<file path="config.mk">
export PLATFORM = sky130hd
export DESIGN_NAME = collatz_sweep_ctrl
export DESIGN_NICKNAME = d
export VERILOG_FILES = /design/src/rtl/collatz_sweep_ctrl.sv
export SDC_FILE = /design/constraint.sdc
export NUM_CORES = 1
export LEC_CHECK = 0
export ABC_AREA = 1
export BUFFER_PORTS_ARGS = -buffer_cell sky130_fd_sc_hd__buf_2
export CAP_MARGIN = 20
export CORE_ASPECT_RATIO = 1.75
export CORE_UTILIZATION = 50
export DETAILED_ROUTE_END_ITERATION = 12
export PLACE_DENSITY = 0.71
export SYNTH_ARGS = -nofsm -noshare
export SYNTH_HDL_FRONTEND = slang
export SYNTH_SLANG_ARGS = --single-unit
</file>
<file path="constraint.sdc">
create_clock -name clk -period 4.08 [get_ports clk]
set_clock_uncertainty 0.15 [all_clocks]
set_input_delay 0.204 -clock clk [delete_from_list [all_inputs] [get_ports clk]]
set_output_delay 0.204 -clock clk [all_outputs]
set_load 0.03 [all_outputs]
</file>
<file path="src/rtl/collatz_sweep_ctrl.sv">
// Sweeps one Collatz engine across seeds [base, base+count), tracking
// the longest orbit and highest peak with the seeds that produced them.
//
// Ports:
//   clk, reset        clock, synchronous active-high reset
//   cfg_start         start pulse (IDLE only), samples cfg_base/cfg_count
//   host_abort        stop the sweep; partial results are kept
//   eng_start/number  one-cycle launch of the engine on a seed
//   eng_abort         one-cycle drop request to the engine
//   eng_done/orbit_len/path_record  engine completion and results
//   busy, done        sweep in progress / one-cycle end pulse
//   aborted           last sweep ended by host_abort
//   best_len/seed     longest orbit and its seed
//   best_peak/peak_seed highest path record and its seed
//   seeds_done        seeds finished, skipped or timed out
//   timeouts          seeds abandoned by the watchdog
module collatz_sweep_ctrl #(
  parameter int unsigned BITS         = 32,
  parameter int unsigned TIMEOUT_BITS = 16,
  parameter int unsigned MAX_CYCLES   = 65535
) (
  input  logic            clk,
  input  logic            reset,
  input  logic            cfg_start,
  input  logic [BITS-1:0] cfg_base,
  input  logic [BITS-1:0] cfg_count,
  input  logic            host_abort,
  output logic            eng_start,
  output logic            eng_abort,
  output logic [BITS-1:0] eng_number,
  input  logic            eng_done,
  input  logic [BITS-1:0] eng_orbit_len,
  input  logic [BITS-1:0] eng_path_record,
  output logic            busy,
  output logic            done,
  output logic            aborted,
  output logic [BITS-1:0] best_len,
  output logic [BITS-1:0] best_seed,
  output logic [BITS-1:0] best_peak,
  output logic [BITS-1:0] peak_seed,
  output logic [BITS-1:0] seeds_done,
  output logic [BITS-1:0] timeouts
);

  typedef enum logic [2:0] {
    S_IDLE,
    S_LAUNCH,
    S_WAIT,
    S_UPDATE,
    S_FINISH
  } state_t;

  localparam logic [TIMEOUT_BITS-1:0] WD_LAST =
    TIMEOUT_BITS'(MAX_CYCLES - 1);

  state_t state;
  state_t state_nxt;

  logic [BITS-1:0]         seed;
  logic [BITS-1:0]         remaining;
  logic [TIMEOUT_BITS-1:0] wdog;
  logic [BITS-1:0]         held_len;
  logic [BITS-1:0]         held_peak;
  logic                    held_valid;

  logic accept;
  logic launch;
  logic capture;
  logic expire;
  logic advance;
  logic abort_hit;

  assign eng_number = seed;

  always_ff @(posedge clk) begin
    if (reset) begin
      state <= S_IDLE;
    end else begin
      state <= state_nxt;
    end
  end

  always_comb begin
    state_nxt = state;
    eng_start = 1'b0;
    eng_abort = 1'b0;
    accept    = 1'b0;
    launch    = 1'b0;
    capture   = 1'b0;
    expire    = 1'b0;
    advance   = 1'b0;
    abort_hit = 1'b0;
    busy      = (state != S_IDLE);
    done      = (state == S_FINISH);
    unique case (state)
      S_IDLE: begin
        if (cfg_start) begin
          accept    = 1'b1;
          state_nxt = (cfg_count == '0) ? S_FINISH : S_LAUNCH;
        end
      end
      S_LAUNCH: begin
        launch = 1'b1;
        if (host_abort) begin
          abort_hit = 1'b1;
          state_nxt = S_FINISH;
        end else if (seed == '0) begin
          // seed 0 has no orbit: skip without touching the engine
          state_nxt = S_UPDATE;
        end else begin
          eng_start = 1'b1;
          state_nxt = S_WAIT;
        end
      end
      S_WAIT: begin
        if (host_abort) begin
          eng_abort = 1'b1;
          abort_hit = 1'b1;
          state_nxt = S_FINISH;
        end else if (eng_done) begin
          // a result arriving on the last watchdog cycle still counts
          capture   = 1'b1;
          state_nxt = S_UPDATE;
        end else if (wdog == WD_LAST) begin
          eng_abort = 1'b1;
          expire    = 1'b1;
          state_nxt = S_UPDATE;
        end
      end
      S_UPDATE: begin
        if (host_abort) begin
          abort_hit = 1'b1;
          state_nxt = S_FINISH;
        end else begin
          advance   = 1'b1;
          state_nxt = (remaining == BITS'(1)) ? S_FINISH : S_LAUNCH;
        end
      end
      S_FINISH: begin
        state_nxt = S_IDLE;
      end
      default: begin
        state_nxt = S_IDLE;
      end
    endcase
  end

  always_ff @(posedge clk) begin
    if (reset) begin
      seed       <= '0;
      remaining  <= '0;
      wdog       <= '0;
      held_len   <= '0;
      held_peak  <= '0;
      held_valid <= 1'b0;
      aborted    <= 1'b0;
      best_len   <= '0;
      best_seed  <= '0;
      best_peak  <= '0;
      peak_seed  <= '0;
      seeds_done <= '0;
      timeouts   <= '0;
    end else begin
      if (accept) begin
        seed       <= cfg_base;
        remaining  <= cfg_count;
        held_valid <= 1'b0;
        aborted    <= 1'b0;
        best_len   <= '0;
        best_seed  <= '0;
        best_peak  <= '0;
        peak_seed  <= '0;
        seeds_done <= '0;
        timeouts   <= '0;
      end

      if (launch) begin
        wdog       <= '0;
        held_valid <= 1'b0;
      end

      if (state == S_WAIT) begin
        wdog <= wdog + 1'b1;
      end

      if (capture) begin
        held_len   <= eng_orbit_len;
        held_peak  <= eng_path_record;
        held_valid <= 1'b1;
      end

      if (expire) begin
        timeouts <= timeouts + 1'b1;
      end

      if (abort_hit) begin
        aborted <= 1'b1;
      end

      if (advance) begin
        // strict compares keep the earliest seed on ties
        if (held_valid && (held_len > best_len)) begin
          best_len  <= held_len;
          best_seed <= seed;
        end
        if (held_valid && (held_peak > best_peak)) begin
          best_peak <= held_peak;
          peak_seed <= seed;
        end
        seeds_done <= seeds_done + 1'b1;
        remaining  <= remaining - 1'b1;
        seed       <= seed + 1'b1;
      end
    end
  end

endmodule

</file>
==> metrics list <==
* Status: completed
- Share of final-layout standard cells stronger than drive strength 1: 14.6%
- Most common cell after layout, fill and taps aside: sky130_fd_sc_hd__nand2_1
* GRT Max-Usage Layer: met2
- Worst slew margin relative to its limit: 48.1%
* Number of distinct standard cells referenced by the synthesized netlist: 58
- GR Util All Layers: 30.8%
* Worst Setup End Kind: flip-flop
- Remaining design rule violation count: 0
- Final worst path period share: 73.6%
* Number of antenna violations at the first check in global routing: 0
* Total vias in the final route: 20400
- Max capacitance violation total: 0
- Highest attainable clock frequency: 0.333 GHz
- Kind of start point of the critical path: flip-flop
* Area growth from synthesis to layout: 23.4%
- The worst hold path belongs to the class in2reg.
- Synth Cell Area: 19100 um2
- Once layout is complete, the utilization of the core stands at 62.6%.
* WS Path Type: reg2reg
* Setup Viol. Count Final: 0
- Chip width: 150 um
- Number of buffers created by CTS: 35
* Met2 track demand over resource: 54.0%
- Global-route wire length before repair: 96300 um
- The total area inside the core boundary comes to 37600 um2.
- Gpl congestion: 0.925
- Maximum buffer depth of the clock tree: 3
- In this run the power density over the cells is 351 nW/um2.
- In the synthesized netlist, the number of instances is 2876.
- The initial utilization of the core area, before any placement, comes to 50.7%.
- Syn Nets: 3081
- Entering global routing, the biggest net connects 159 pins.
* Total I/O pin count: 362
* Die Footprint: 39000 um2
- The floorplan has 94 rows.
- Counting tap cells, the placed design contains a total of 3591 instances.
- Counting flops with a built-in enable in the synthesized netlist gives 0.
- Dividing the detail-routed wire length by the instance count gives 16.4 um.
* Initial DRC count: 1379
- Final TNS setup: 0 ps
- The layout has 3524 filler cells.
- The clock drives 341 sinks.
* Post-route insts no fill: 3790
- IO buf count: 361
- In this run, post-CTS repair resized a total of 0 instances.
* Required time reported for the critical path endpoint: 4350 ps
- Transition time of the tightest slew-check pin: 779 ps
- Sequential share of the synthesized area: 35.8%
* Remaining antenna violation count after routing: 0
* Unrepaired setup endpoints after global routing: no
- Worst IR Drop VDD: 0.322 mV
- Sum of net half-perimeters after detailed placement: 43300 um
- For this run, the detailed router's first-pass iteration total came to 6.
- Counting flops and latches in the post-synthesis netlist gives 341.
* Clock-pin slew on the worst setup and hold paths: 60 ps
* Max FO, Critical Path: 53
- Top library cells by usage in the layout, fill and taps aside: sky130_fd_sc_hd__nand2_1 (731), sky130_fd_sc_hd__nor2_1 (390), sky130_fd_sc_hd__buf_2 (360)
- Via count of the first global-routing pass: 19400
- Clock latency reported for the late side of the worst-skew pair: 540 ps
- Clock tree from TritonCTS: yes
- Timing analysis after detailed placement gives a worst setup slack of 1130 ps.
- Warning count from the yosys run: 0
- Global-route track usage on met3: 5.61%
- Max Slew Vio Count: 0
* Area of the multi-input gates: 10300 um2
- Leakage power of the design: 10.4 nW
- Via/cell ratio: 5.38
- Endpoints failing hold: 0
- Most common flop cell mapped by yosys: sky130_fd_sc_hd__dfxtp_1
* FFs w/ async S/R, synth: 0%
* Die Y: 260 um
* H-tree depth: 2
- The average instance in the mapped netlist occupies 6.63 um2.
- Antenna diode count: 0
* GRT met1 Usage: 33.6%
- Global route overflow: 0
- Post-layout net count: 3489
* Shortest clock period the worst path allows after layout: 3000 ps
* Total detailed-routing wirelength: 62200 um
* Endpoint arrival time on the critical path: 3270 ps
- Registers take 6830 um2.
* Master cell of the clock root buffer: sky130_fd_sc_hd__clkbuf_16
- Post-route worst setup slack: 1080 ps
[cell families after synthesis]
logic type,Yosys count,synth area share (%)
buffers and inverters,468,10.3
AND/OR/NAND/NOR,1444,31.5
XOR/XNOR,29,1.33
adder cells (fa/ha/maj),72,4.72
flip-flops,341,35.8
AO/OA/AOI/OAI,522,16.4
[state kept, by name, summed over array words and instances, names as in the netlist]
signal      cells
timeouts       32
held_peak      32
aborted         1
remaining      32
best_seed      32
best_peak      32
seeds_done     32
held_len       32
state           3
wdog           16
held_valid      1
eng_number     32
peak_seed      32
best_len       32
[final cells by class]
type	instances	share of cell area [%]
Clock buffer	50	4.39
Multi-Input combinational cell	2067	43.8
Timing Repair Buffer	513	14.4
Inverter	326	5.23
Clock inverter	13	0.680
Sequential cell	341	29.0
Tap cell	480	2.55
[per-stage QoR]
stage | area [um2] | hold WS (ps) | total power [mW]
floorplan | 19100 | 133 | 4.47
detailed placement | 20900 | 288 | 4.83
global route | 23500 | 301 | 8.60
CTS | 23400 | 270 | 8.29
finish | 23500 | 295 | 8.27
global placement | 20900 | 283 | 4.81
[critical path: stages, from the launching register on]
cell	delay, ps
sky130_fd_sc_hd__dfxtp_1	360
sky130_fd_sc_hd__inv_1	50
sky130_fd_sc_hd__ha_1	300
sky130_fd_sc_hd__nand2_1	80
sky130_fd_sc_hd__nor2_1	150
sky130_fd_sc_hd__nand3b_1	120
sky130_fd_sc_hd__nor3b_2	280
sky130_fd_sc_hd__nand2_1	140
sky130_fd_sc_hd__nand2_4	450
sky130_fd_sc_hd__buf_4	520
sky130_fd_sc_hd__nand3_1	140
sky130_fd_sc_hd__nand2_1	90
sky130_fd_sc_hd__nor2_1	50
[report_power, final]
group	internal (mW)	switching (mW)	total [mW]
Combinational	0.429	0.985	1.41
Sequential	3.40	0.0878	3.49
Clock	1.97	1.41	3.37
[worst paths after layout]
path	startpoint	endpoint	slack, ps	depth (start not counted)
max	best_peak[23]	peak_seed[18]	1080	12
min	host_abort	state[1]	290	3
max reg2reg	best_peak[23]	peak_seed[18]	1080	12
min reg2reg	aborted	aborted	320	2
[per-layer routing]
metal	part of all wire, %	vias to the layer above
li1	-	10100
met4	6.5	0
met3	6.7	186
met5	0	-
met2	49	642
met1	38	9454
[Yosys cell counts (18+ instances only)]
cell | n | area share, %
sky130_fd_sc_hd__a21oi_1 | 168 | 4.4
sky130_fd_sc_hd__nor3_1 | 51 | 1.3
sky130_fd_sc_hd__ha_1 | 72 | 4.7
sky130_fd_sc_hd__o21ai_0 | 144 | 3.8
sky130_fd_sc_hd__nand2_1 | 733 | 14
sky130_fd_sc_hd__a21boi_0 | 91 | 3.6
sky130_fd_sc_hd__buf_2 | 42 | 1.1
sky130_fd_sc_hd__nand4_1 | 36 | 1.2
sky130_fd_sc_hd__inv_1 | 317 | 6.2
sky130_fd_sc_hd__clkbuf_1 | 64 | 1.3
sky130_fd_sc_hd__a31oi_1 | 32 | 1.0
sky130_fd_sc_hd__dfxtp_1 | 341 | 36
sky130_fd_sc_hd__nor2_1 | 390 | 7.7
sky130_fd_sc_hd__a21boi_1 | 18 | 0.71
sky130_fd_sc_hd__xor2_1 | 25 | 1.1
sky130_fd_sc_hd__nand3_1 | 191 | 5.0
[timing repair]
action                                 in CTS  in global routing
setup buffers                               0                  0
endpoints found under the hold margin     136                  0
hold buffers                              132                  0
(Power assumes the default switching activity.)
